<file path="src/rtl/ctrl_seq_pkg.sv">
// ============================================================================
// Module : Definitions (package)
// Brief  : Shared types and opcode constants for the ctrl_seq sequencer.
// Rev    : 1.0 - initial release
// ============================================================================
`default_nettype none

package Definitions;

    typedef enum logic [3:0] {
        ADD = 4'd0,
        LSL = 4'd1,
        LSR = 4'd2,
        XOR = 4'd3,
        SNE = 4'd4,
        SEQ = 4'd5,
        MSK = 4'd6
    } op_mne;

    typedef enum logic [2:0] {
        FETCH  = 3'd0,
        DECODE = 3'd1,
        EXEC   = 3'd2,
        WB     = 3'd3,
        HALT   = 3'd4,
        ERR    = 3'd5
    } ctrl_state;

    localparam logic [3:0] c_OP_BNZ  = 4'd7;
    localparam logic [3:0] c_OP_HALT = 4'd15;

    typedef struct packed {
        op_mne     alu_op;
        logic [4:0] imm;
        logic [2:0] raddr;
        ctrl_state nxt;
    } dec_t;

endpackage

`default_nettype wire

</file>
<file path="src/rtl/ctrl_seq.sv">
// ============================================================================
// Module : ctrl_seq
// Brief  : Fetch/decode/execute/writeback control sequencer for a tiny ALU core.
// Rev    : 1.0 - initial release
// ============================================================================
`default_nettype none

module ctrl_seq
    import Definitions::*;
(
    input  logic       Clk,
    input  logic       Reset,
    input  logic [8:0] Instruction,
    input  logic       InstrValid,
    output logic       InstrReady,
    input  logic       Zero,
    output logic [3:0] AluOp,
    output logic [4:0] Immediate,
    output logic [2:0] RaddrB,
    output logic       RegWrEn,
    output logic       PcEn,
    output logic       BranchTaken,
    output logic [4:0] BranchOffset,
    output logic       Halted,
    output logic       IllegalOp
);

    function automatic dec_t f_decode(input logic [8:0] instr);
        dec_t d;
        d.alu_op = ADD;
        d.imm    = instr[4:0];
        d.raddr  = instr[2:0];
        d.nxt    = ERR;
        if (instr[8:5] <= 4'd6) begin
            d.alu_op = op_mne'(instr[8:5]);
            d.nxt    = EXEC;
        end else if (instr[8:5] == c_OP_BNZ) begin
            d.imm = 5'd0;
            d.nxt = EXEC;
        end else if (instr[8:5] == c_OP_HALT) begin
            d.nxt = HALT;
        end
        return d;
    endfunction

    ctrl_state  r_state;
    logic [8:0] r_instr;
    logic [3:0] r_alu_op;
    logic [4:0] r_imm;
    logic [2:0] r_raddr;
    logic       r_regwr;
    logic       r_pcen;
    logic       r_taken;
    logic [4:0] r_boff;
    logic       r_halted;
    logic       r_illegal;

    ctrl_state  w_next;
    dec_t       w_dec;
    logic       w_is_bnz;
    logic       w_accept;
    logic       w_regwr_nxt;
    logic       w_pcen_nxt;
    logic       w_taken_nxt;

    always_comb begin
        w_next      = r_state;
        w_dec       = f_decode(r_instr);
        w_is_bnz    = (r_instr[8:5] == c_OP_BNZ);
        w_accept    = (r_state == FETCH) && InstrValid;
        w_regwr_nxt = 1'b0;
        w_pcen_nxt  = 1'b0;
        w_taken_nxt = 1'b0;
        case (r_state)
            FETCH:   if (InstrValid) w_next = DECODE;
            DECODE:  w_next = w_dec.nxt;
            EXEC: begin
                // WB doubles as the PC-update cycle for BNZ, with no register write
                w_next      = WB;
                w_regwr_nxt = !w_is_bnz;
                w_pcen_nxt  = 1'b1;
                w_taken_nxt = w_is_bnz && !Zero;
            end
            WB:      w_next = FETCH;
            HALT:    w_next = HALT;
            ERR:     w_next = ERR;
            default: w_next = FETCH;
        endcase
    end

    always_ff @(posedge Clk or posedge Reset) begin
        if (Reset) begin
            r_state   <= FETCH;
            r_instr   <= 9'd0;
            r_alu_op  <= ADD;
            r_imm     <= 5'd0;
            r_raddr   <= 3'd0;
            r_regwr   <= 1'b0;
            r_pcen    <= 1'b0;
            r_taken   <= 1'b0;
            r_boff    <= 5'd0;
            r_halted  <= 1'b0;
            r_illegal <= 1'b0;
        end else begin
            r_state <= w_next;
            if (w_accept) begin
                r_instr <= Instruction;
            end
            if (r_state == DECODE) begin
                r_alu_op <= w_dec.alu_op;
                r_imm    <= w_dec.imm;
                r_raddr  <= w_dec.raddr;
                if (w_is_bnz) begin
                    r_boff <= r_instr[4:0];
                end
            end
            r_regwr   <= w_regwr_nxt;
            r_pcen    <= w_pcen_nxt;
            r_taken   <= w_taken_nxt;
            r_halted  <= (w_next == HALT);
            r_illegal <= r_illegal || (w_next == ERR);
        end
    end

    assign InstrReady   = (r_state == FETCH);
    assign AluOp        = r_alu_op;
    assign Immediate    = r_imm;
    assign RaddrB       = r_raddr;
    assign RegWrEn      = r_regwr;
    assign PcEn         = r_pcen;
    assign BranchTaken  = r_taken;
    assign BranchOffset = r_boff;
    assign Halted       = r_halted;
    assign IllegalOp    = r_illegal;

endmodule

`default_nettype wire

</file>
<file path="config.mk">
export PLATFORM = sky130hd
export DESIGN_NAME = ctrl_seq
export DESIGN_NICKNAME = d
export VERILOG_FILES = /design/src/rtl/ctrl_seq_pkg.sv /design/src/rtl/ctrl_seq.sv
export SDC_FILE = /design/constraint.sdc
export NUM_CORES = 1
export LEC_CHECK = 0
export CAP_MARGIN = 20
export CORE_MARGIN = 3
export CORE_UTILIZATION = 40
export DETAILED_ROUTE_END_ITERATION = 16
export GPL_TIMING_DRIVEN = 0
export PLACE_DENSITY = 0.71
export SYNTH_ARGS = -nofsm -noshare
export SYNTH_HDL_FRONTEND = slang
export SYNTH_SLANG_ARGS = --single-unit
</file>
<file path="constraint.sdc">
create_clock -name Clk -period 1.6 [get_ports Clk]
set_input_delay 0.16 -clock Clk [delete_from_list [all_inputs] [get_ports Clk]]
set_output_delay 0.16 -clock Clk [all_outputs]
set_load 0.01 [all_outputs]
</file>
==> impl_metrics.ini, run 1 <==
[sta]
worst_slack_ns = -0.01874
final-max-slew-violation-count = 0
rsz0062_at_grt = yes
layout_min_cycle_time_ns = 1.619
relSlewSlack_pct = 51.27
fmax_mhz = 617.8
setup_viol = 5
max_slew.worst_pin.slew_ns = 0.7302
hold_viol = 0
period_share_pct = 101.2
fin_setup_tns_ns = -0.05768
fin_skew_ns = 0.003915

[setup_path]
worstReg2RegStart = r_state[2]$_DFF_PP0_
crit_type = flip-flop to flip-flop
cp_cell_sequence = or3b_1 > buf_6 > nor3_4 > buf_6 > mux2_4
slowest_stage = dfrtp_2
reg2reg_slack_ns = -0.02
crit_path_start = r_state[2]$_DFF_PP0_
crit_path_start_kind = flip-flop
cp.buffers_inverters = 2
max_stage_delay_ns = 0.42
crit_required_ns = 1.82
r2r_end = BranchOffset[1]$_DFFE_PP0P_
crit_top_cell = buf_6
arrival_ns = 1.84
endpoint_kind = flip-flop
reg2reg_depth = 5
crit_family = simple AND/OR/NAND/NOR gates
crit_path_max_fanout = 5

[clock_tree]
clk_pin_slew_ns = 0.10
insertion_delay_ns = 0.33
cts_max_level = 2
cts_hold_buf = 0
cts.sinks = 34
cts_root_buf = clkbuf_4
cts_buffers = 5
cts_buffer_depth = 2
cts_tree = done

[synthesis]
synth-edff-count = 0
synth_top_cell_by_area = dfrtp_1
yosys.area.top_type_share_pct = 63.79
synth-seq-area-share_pct = 63.79
async_reset_ff_share_pct = 100.0
syn_inst = 100
yosysWarnings = 0
synth.most_common_cell = dfrtp_1
synth_nets = 113
synth_seq_cells = 34
synth_area_leaders = dfrtp_1 (64%), mux2_2 (14%), a22o_1 (3.3%)
syn_avg_cell_area_um2 = 13.34
synth_cell_types = 24
yosys_most_used_dff = dfrtp_1
synthTopCellsByCount = dfrtp_1 (34), mux2_2 (17), nand2_1 (8)
syn-cell-area_um2 = 1334

[die]
die-area_um2 = 4063
die_h_um = 63.75
die_w_um = 63.75
core_um2 = 3128
io_pins = 36
rows = 20
start_util_pct = 42.64

[run_status]
violations = negative setup slack
status = complete, but fails checks

[global_route]
grt_start_max_net_pins = 19
grtUsageMet1_pct = 19.17
grt_pass1_vias = 1001
antenna_found_initial = 0
grt_util_met2_pct = 25.55
grt_use_total_pct = 15.65
top_usage_layer = met2
grt_pass1_wl_um = 4816
met3_usage_pct = 4.394
grt_overflow_total = 0

[route]
wl_um = 2946
first_pass_iters = 4
drcViolationCount = 0
drt_iter0_drc = 57
antenna_left = 0
avgRoutedWirePerCell_um = 14.95
avgViaCountPerCell = 4.939
vias = 973

[cells_and_area]
drive_above_1_share_pct = 27.45
nNetsFinal = 166
regArea_um2 = 854.6
diodes = 0
area_growth_pct = 45.22
instances_no_fill = 197
fillers = 264
multi_input_area_um2 = 478.0

[pwr]
powerDensity_nw_per_um2 = 1821
power_leakage_nw = 0.8582
ir_drop_mv = 1.012

[placement]
dp_cells = 180
post-place-ws_ns = -0.1761
gp_congestion = 0.8017
hpwl_um = 1891
io_buffers = 35

[job]
cap_violations = 0

[worst_hold_path]
hold_path.class = input pin to asynchronous set/reset pin
==> through the flow <==
stage / hold slack (ns) / cell area, um^2 / util (%) / power (mW)
2_1_floorplan: 0.2328 / 1334 / - / 2.212
3_3_place_gp: 0.4632 / 1739 / 55.60 / 2.792
3_5_place_dp: 0.4699 / 1767 / 56.48 / 2.854
4_1_cts: 0.2980 / 1908 / 61.00 / 3.451
5_1_grt: 0.3289 / 1937 / 61.92 / 3.751
6_report: 0.2592 / 1937 / 61.92 / 3.527
==> power by group <==
group	switching, mW	total [mW]	internal (mW)
sequential	0.260	1.48	1.22
clock	0.265	0.431	0.166
combinational	0.648	1.62	0.972
total	1.17	3.53	2.35
==> layout by cell type, fill, tap and decap left out <==
| cell type | Yosys | layout |
|---|---|---|
| nor3_2 | 0 | 1 |
| buf_16 | 0 | 1 |
| a21oi_1 | 3 | 3 |
| nor2_2 | 0 | 1 |
| clkdlybuf4s50_1 | 0 | 34 |
| nand3b_1 | 3 | 3 |
| dfrtp_2 | 0 | 3 |
| nand2_1 | 8 | 8 |
| dlygate4sd2_1 | 0 | 1 |
| mux2_2 | 17 | 12 |
| nand2b_1 | 2 | 2 |
| o21bai_1 | 1 | 1 |
| buf_4 | 0 | 8 |
| nand3_1 | 1 | 1 |
| nor3_4 | 1 | 1 |
| mux2_4 | 0 | 5 |
| or3_1 | 1 | 1 |
| nor2_1 | 5 | 4 |
| a22o_1 | 5 | 5 |
| and2_1 | 2 | 2 |
| nor4_1 | 1 | 1 |
| o21a_1 | 1 | 1 |
| or3b_1 | 1 | 1 |
| and4b_1 | 1 | 1 |
| o21ai_0 | 5 | 5 |
| clkbuf_1 | 2 | 3 |
| or2b_1 | 1 | 1 |
| dfrtp_1 | 34 | 31 |
| buf_6 | 1 | 5 |
| inv_1 | 2 | 2 |
| clkbuf_4 | 0 | 5 |
==> layer usage <==
metal	part of all wire (%)	up-vias
li1	-	453
met1	42	485
met2	51	27
met3	5.4	8
met4	1.7	0
met5	0	-
==> flip-flops by register name, summed over array words and instances, names as in the netlist <==
| signal | cells |
|---|---|
| AluOp | 4 |
| RaddrB | 3 |
| IllegalOp | 1 |
| Immediate | 5 |
| PcEn | 1 |
| RegWrEn | 1 |
| r_instr | 9 |
| BranchOffset | 5 |
| r_state | 3 |
| Halted | 1 |
| BranchTaken | 1 |
==> worst max path at each step <==
stage,to,slack (ns),cells after the start
after CTS,BranchOffset[1]$_DFFE_PP0P_,-0.07,5
after detailed placement,BranchOffset[1]$_DFFE_PP0P_,-0.18,4
final,BranchOffset[1]$_DFFE_PP0P_,-0.02,5
after global routing,BranchOffset[1]$_DFFE_PP0P_,-0.07,5
after global placement,BranchOffset[4]$_DFFE_PP0P_,-0.16,4
after floorplan,BranchOffset[0]$_DFFE_PP0P_,-0.01,4
==> worst register-to-register path, cell delays in order (launching register included) <==
cell and delay (ns):
dfrtp_2 0.42, or3b_1 0.38, buf_6 0.14, nor3_4 0.11, buf_6 0.16, mux2_4 0.31
==> what timing repair did <==
action	CTS	global route
cloned	0	0
pin swaps	1	2
setup endpoints to repair	20	17
setup buffers	10	0
gates resized for setup	10	10
==> cell type report <==
| class | instances | share of cell area [%] |
|---|---|---|
| inverter | 2 | 0.3876 |
| sequential | 34 | 44.12 |
| timing repair buffer | 46 | 23.71 |
| multi-input combinational | 60 | 24.68 |
| buffer | 4 | 1.938 |
| clock buffer | 7 | 2.326 |
| tap | 44 | 2.842 |
==> cells by family (layout without fill, tap and decap cells) <==
logic type | count (synthesis) | in the layout | synth area share (%)
mux | 17 | 17 | 14.35
simple gates | 28 | 28 | 12.10
compound gates | 15 | 15 | 7.411
flops | 34 | 34 | 63.79
buf+inv | 6 | 59 | 2.345
(Power assumes the default switching activity.)
==> inputs of run 2 (changes only) <==
--- a/config.mk
+++ b/config.mk
@@ -6,11 +6,13 @@
 export NUM_CORES = 1
 export LEC_CHECK = 0
 export CAP_MARGIN = 20
+export CELL_PAD_IN_SITES_DETAIL_PLACEMENT = 1
+export CELL_PAD_IN_SITES_GLOBAL_PLACEMENT = 2
 export CORE_MARGIN = 3
-export CORE_UTILIZATION = 40
+export CORE_UTILIZATION = 28
 export DETAILED_ROUTE_END_ITERATION = 16
 export GPL_TIMING_DRIVEN = 0
-export PLACE_DENSITY = 0.71
+export PLACE_DENSITY_LB_ADDON = 0.1
 export SYNTH_ARGS = -nofsm -noshare
 export SYNTH_HDL_FRONTEND = slang
 export SYNTH_SLANG_ARGS = --single-unit
==> run 2 against run 1 <==
Compared with the run above: the run now ends clean; sequential power is essentially flat; worst hold slack worse by 0.030 ns; first-iteration DRC count decreased by 39%; clock-buffer cell count increased by 1; non-clock buffer count is 1 lower; critical path depth down 1; design area increased by 2.6%; clock power rose by 68%; sequential cell count did not move; setup slack gained 0.050 ns; clock skew fell by 0.00092 ns; die area rose by 39%; critical endpoint is now BranchOffset[2]$_DFFE_PP0P_; highest routed layer unchanged.
==> impl_metrics.ini, run 2 (synthesized netlist as in run 1, its figures left out) <==
[clock_tree]
cts_buffers = 5
clk_pin_slew_ns = 0.06
cts_root_buf = clkbuf_8
insertion_delay_ns = 0.28
cts_max_level = 2
cts_buffer_depth = 2
cts_tree = done
cts.sinks = 34

[setup_path]
cp.buffers_inverters = 1
endpoint_kind = flip-flop
crit_required_ns = 1.77
cp_cell_sequence = or3b_4 > nor3_4 > buf_6 > mux2_2
crit_family = simple AND/OR/NAND/NOR gates
crit_path_max_fanout = 5
arrival_ns = 1.74
slowest_stage = or3b_4
crit_path_start_kind = flip-flop
max_stage_delay_ns = 0.44
crit_type = flip-flop to flip-flop
reg2reg_slack_ns = 0.03

[cells_and_area]
drive_above_1_share_pct = 28.76
fillers = 470
instances_no_fill = 205
layout_common_cells = clkdlybuf4s50_1 (34), dfrtp_1 (31), mux2_2 (14)
final_area_um2 = 1988
nNetsFinal = 165
diodes = 0
final_common_cell = clkdlybuf4s50_1
multi_input_area_um2 = 473.0
area_growth_pct = 49.06
regArea_um2 = 854.6
largest_register = r_instr
largest_register_ffs = 9

[global_route]
grt_util_met2_pct = 20.41
grt_start_max_net_pins = 24
grtUsageMet1_pct = 15.13
met3_usage_pct = 4.940
antenna_found_initial = 0
grt_pass1_wl_um = 5106
top_usage_layer = met2
grt_use_total_pct = 12.68
grt_overflow_total = 0
grt_pass1_vias = 1044

[placement]
hpwl_um = 2113
io_buffers = 35
placed_area_um2 = 1777
gp_congestion = 0.6376
dp_cells = 188

[route]
avgRoutedWirePerCell_um = 15.21
drcViolationCount = 0
drt_iter0_drc = 35
vias = 963
antenna_left = 0
first_pass_iters = 3
avgViaCountPerCell = 4.698
wl_um = 3119

[die]
rows = 24
io_pins = 36
die_h_um = 75.02
core_um2 = 4474
die_w_um = 75.02
start_util_pct = 29.81
die-area_um2 = 5628

[sta]
setup_viol = 0
final-max-slew-violation-count = 0
period_share_pct = 98.04
hold_viol = 0
fin_skew_ns = 0.002994
max_slew.worst_pin.slew_ns = 0.5414
rsz0062_at_grt = yes
fmax_mhz = 637.5
layout_min_cycle_time_ns = 1.569
relSlewSlack_pct = 63.86

[pwr]
powerDensity_nw_per_um2 = 1883
fin_total_pwr_mw = 3.743
ir_drop_mv = 0.7067
power_leakage_nw = 0.8780

[run_status]
status = complete, no violations

[worst_hold_path]
hold_path.class = input pin to asynchronous set/reset pin

[job]
cap_violations = 0
==> run 2: area by class of cell <==
cell class              instances  share of cell area [%]
flip-flops and latches         34                   42.98
multi-input cells              60                   23.79
repair buffers                 46                   23.10
clock buffers                   8                   5.538
well taps                      52                   3.272
plain buffers                   3                  0.9440
inverters                       2                  0.3776
==> run 2: report_power, final <==
group          internal, mW  switching (mW)
sequential             1.22           0.243
clock                 0.434           0.292
combinational         0.916           0.638
==> run 2: timing repair <==
| item | CTS | global route |
|---|---|---|
| pin swaps | 2 | 1 |
| hold buffers | 0 | 0 |
| setup endpoints to repair | 24 | 22 |
| gates resized for setup | 9 | 5 |
| buffers inserted | 10 | 0 |
==> run 2: worst reg2reg max path, stage by stage (launching register included) <==
cell	delay, ns
dfrtp_2	0.40
or3b_4	0.44
nor3_4	0.17
buf_6	0.13
mux2_2	0.32
==> run 2: final timing paths <==
path | from | to | cells after the start
setup / recovery | r_state[2]$_DFF_PP0_ | BranchOffset[2]$_DFFE_PP0P_ | 4
hold / removal | Reset | RegWrEn$_DFF_PP0_ | 2
min in group Clk | Zero | BranchTaken$_DFF_PP0_ | 2
setup reg to reg | r_state[2]$_DFF_PP0_ | BranchOffset[2]$_DFFE_PP0P_ | 4
max in group asynchronous | Reset | r_state[1]$_DFF_PP0_ | 3
hold reg to reg | AluOp[0]$_DFFE_PP0P_ | AluOp[0]$_DFFE_PP0P_ | 2
==> run 2: per-stage QoR <==
stage | setup WS [ns] | TNS [ns] | util, % | hold WS, ns
after floorplan | -0.01229 | -0.06143 | - | 0.2328
after global placement | -0.2046 | -5.129 | 39.09 | 0.4624
after detailed placement | -0.2078 | -1.903 | 39.71 | 0.4704
after CTS | -0.07729 | -0.3528 | 44.30 | 0.2423
after global routing | -0.01532 | -0.07166 | 44.44 | 0.2679
final | 0.03133 | 0 | 44.44 | 0.2292
==> run 2: metal layers <==
metal	vias up	routed length, um
met4	0	56
met2	27	1469
met5	-	0
met3	6	171
met1	480	1421
li1	450	-
==> inputs of run 3 (changes only) <==
--- a/config.mk
+++ b/config.mk
@@ -5,11 +5,13 @@
 export SDC_FILE = /design/constraint.sdc
 export NUM_CORES = 1
 export LEC_CHECK = 0
+export ABC_AREA = 1
 export CAP_MARGIN = 20
 export CELL_PAD_IN_SITES_DETAIL_PLACEMENT = 1
 export CELL_PAD_IN_SITES_GLOBAL_PLACEMENT = 2
 export CORE_MARGIN = 3
-export CORE_UTILIZATION = 28
+export CORE_UTILIZATION = 25
+export CTS_CLUSTER_SIZE = 40
 export DETAILED_ROUTE_END_ITERATION = 16
 export GPL_TIMING_DRIVEN = 0
 export PLACE_DENSITY_LB_ADDON = 0.1
==> run 3 against run 2 <==
Compared with the run above: die area up 14%; first-iteration DRC count did not move; total power shrank 9.7%; clock-buffer cell count shrank 1; wire length up 7.5%; sequential share of layout area grew 0.62 points; critical path type is now flip-flop to primary output; largest cell class unchanged; largest power group is now registers.
==> impl_metrics.ini, run 3 <==
[placement]
post-place-ws_ns = 0.1349
gp_congestion = 0.6629
io_buffers = 35
dp_cells = 251
placed_area_um2 = 1841
hpwl_um = 2530

[global_route]
grt_start_max_net_pins = 21
grt_use_total_pct = 11.92
grt_overflow_total = 0
antenna_found_initial = 0
grt_pass1_vias = 1153
grt_pass1_wl_um = 5637

[synthesis]
async_reset_ff_share_pct = 100.0
synth-adder-area-share_pct = 0
muxShareOfSynthArea_pct = 0
synth_seq_cells = 34
synth-seq-area-share_pct = 61.87
syn-cell-area_um2 = 1375
synth-xor-area-share_pct = 0
yosys_most_used_dff = dfrtp_1
syn_inst = 145
synth_cell_types = 15
synth_area_leaders = dfrtp_1 (62%), nand2_1 (13%), o21ai_0 (5.1%)
synth-edff-count = 0
synth.most_common_cell = nand2_1
synth_top_family_by_area = simple AND/OR/NAND/NOR gates
synth_top_cell_by_area = dfrtp_1
yosys.area.top_type_share_pct = 61.87
synthTopCellsByCount = nand2_1 (48), dfrtp_1 (34), inv_1 (18)
synth-simple-area-share_pct = 23.11
yosysWarnings = 0
synth_nets = 158
syn_avg_cell_area_um2 = 9.483
synth_compound_area_share_pct = 7.097

[die]
die-area_um2 = 6426
io_pins = 36
die_w_um = 80.17
die_h_um = 80.17
core_um2 = 5205
start_util_pct = 26.42
rows = 26

[clock_tree]
cts_tree = done
cts_root_buf = clkbuf_8
cts_buffer_depth = 2
cts_max_level = 2
cts.sinks = 34
insertion_delay_ns = 0.28
clk_pin_slew_ns = 0.07
cts_hold_buf = 0
cts_buffers = 5

[sta]
relSlewSlack_pct = 56.55
rsz0062_at_grt = no
fmax_mhz = 732.1
final-max-slew-violation-count = 0
layout_min_cycle_time_ns = 1.366
hold_viol = 0
hold_ws_ns = 0.2708
setup_viol = 0
worst_slack_ns = 0.2340
fin_skew_ns = 0.001640
max_slew.worst_pin.slew_ns = 0.6510
period_share_pct = 85.37

[pwr]
combPwrFrac_pct = 39.4
power.share.switching_pct = 36.35
fin_total_pwr_mw = 3.381
ir_drop_mv = 0.5238
power_leakage_nw = 0.9623
powerDensity_nw_per_um2 = 1730
switching_power_mw = 1.229
p_seq_share_pct = 41.3
pwr-share-clk_pct = 19.3
p_int_mw = 2.152

[cells_and_area]
instances_no_fill = 262
regArea_um2 = 852.1
layout_common_cells = nand2_1 (48), clkdlybuf4s50_1 (34), dfrtp_1 (33), inv_1 (18), o21ai_0 (14)
multi_input_area_um2 = 415.4
largest_register = r_instr
largest_register_ffs = 9
area_growth_pct = 42.13
fillers = 633
diodes = 0
final_area_um2 = 1954
drive_above_1_share_pct = 12.50
final_common_cell = nand2_1
nNetsFinal = 204

[setup_path]
crit_path_max_fanout = 2
endpoint_kind = primary output
crit_required_ns = 1.44
crit_path_start_kind = flip-flop
arrival_ns = 1.21
crit_type = flip-flop to primary output

[job]
cap_violations = 0

[route]
antenna_left = 0
first_pass_iters = 4
drcViolationCount = 0
avgRoutedWirePerCell_um = 12.80
drt_iter0_drc = 35
avgViaCountPerCell = 4.248
wl_um = 3354
vias = 1113

[worst_hold_path]
hold_path.class = input pin to asynchronous set/reset pin

[run_status]
status = complete, no violations
==> run 3: changes by cell type after synthesis, sizes merged, moves of 2 or more <==
cell    change
nand2      +41
inv        +18
mux2       -17
o21ai      +11
nand3       +8
a22o        -5
nor2        +4
nand3b      -3
and2        -2
clkbuf      -2
nand2b      -2
nand4       +2
==> run 3: kinds of logic after synthesis <==
family / after synthesis
compound gates: 18
buf+inv: 23
flops: 34
simple gates: 70
==> run 3: critical path, cell delays in order, from the launching register on <==
cell	delay [ns]
dfrtp_2	0.42
nor2_4	0.12
inv_1	0.04
nor2_1	0.07
dlygate4sd2_1	0.27
==> run 3: final timing paths <==
path                            slack, ns  depth (start not counted)                     endpoint                    from
worst max-delay path                 0.23                          4                   InstrReady    r_state[2]$_DFF_PP0_
worst min-delay path                 0.27                          2  BranchOffset[4]$_DFFE_PP0P_                   Reset
worst max register to register       0.27                          5  BranchOffset[1]$_DFFE_PP0P_  r_instr[6]$_DFFE_PP0P_
worst min register to register       0.47                          2         AluOp[3]$_DFFE_PP0P_    AluOp[3]$_DFFE_PP0P_
max in group asynchronous            0.81                          3         AluOp[1]$_DFFE_PP0P_                   Reset
min in group Clk                     0.42                          2        BranchTaken$_DFF_PP0_                    Zero
==> run 3: timing repair <==
action / 4_1_cts / 5_1_grt
buffers inserted: 3 / 0
resized for setup: 2 / 0
endpoints found under the hold margin: 0 / 0
endpoints found under the setup margin: 1 / 0
==> run 3: metrics by stage <==
stage,TNS [ns],util [%]
after global routing,0,37.55
final,0,37.55
after CTS,0,37.55
after detailed placement,0,35.36
after global placement,-4.211,34.83
after floorplan,0,-
==> run 3: layout make-up <==
type	count	area share, %
plain buffers	3	1.729
clock buffers	7	4.417
clock inverters	1	0.2561
inverters	20	3.841
multi-input cells	88	21.25
flip-flops and latches	34	43.60
well taps	70	4.481
repair buffers	39	20.42
==> run 3: power groups by stage <==
| stage | combinational [mW] | sequential [mW] | clock [mW] |
|---|---|---|---|
| floorplan | 0.652 | 1.46 | 0 |
| global placement | 1.26 | 1.42 | 0 |
| detailed placement | 1.31 | 1.44 | 0 |
| CTS | 1.38 | 1.40 | 0.671 |
| global route | 1.51 | 1.45 | 0.720 |
| finish | 1.33 | 1.40 | 0.652 |
==> run 3: metal layers <==
metal  track usage (%)  share of wire (%)  vias to the layer above
met4             4.561                1.7                        0
met5                 0                  0                        -
met2             21.11                 53                       23
li1                  -                  -                      538
met3             4.148                4.0                        5
met1             12.97                 41                      547
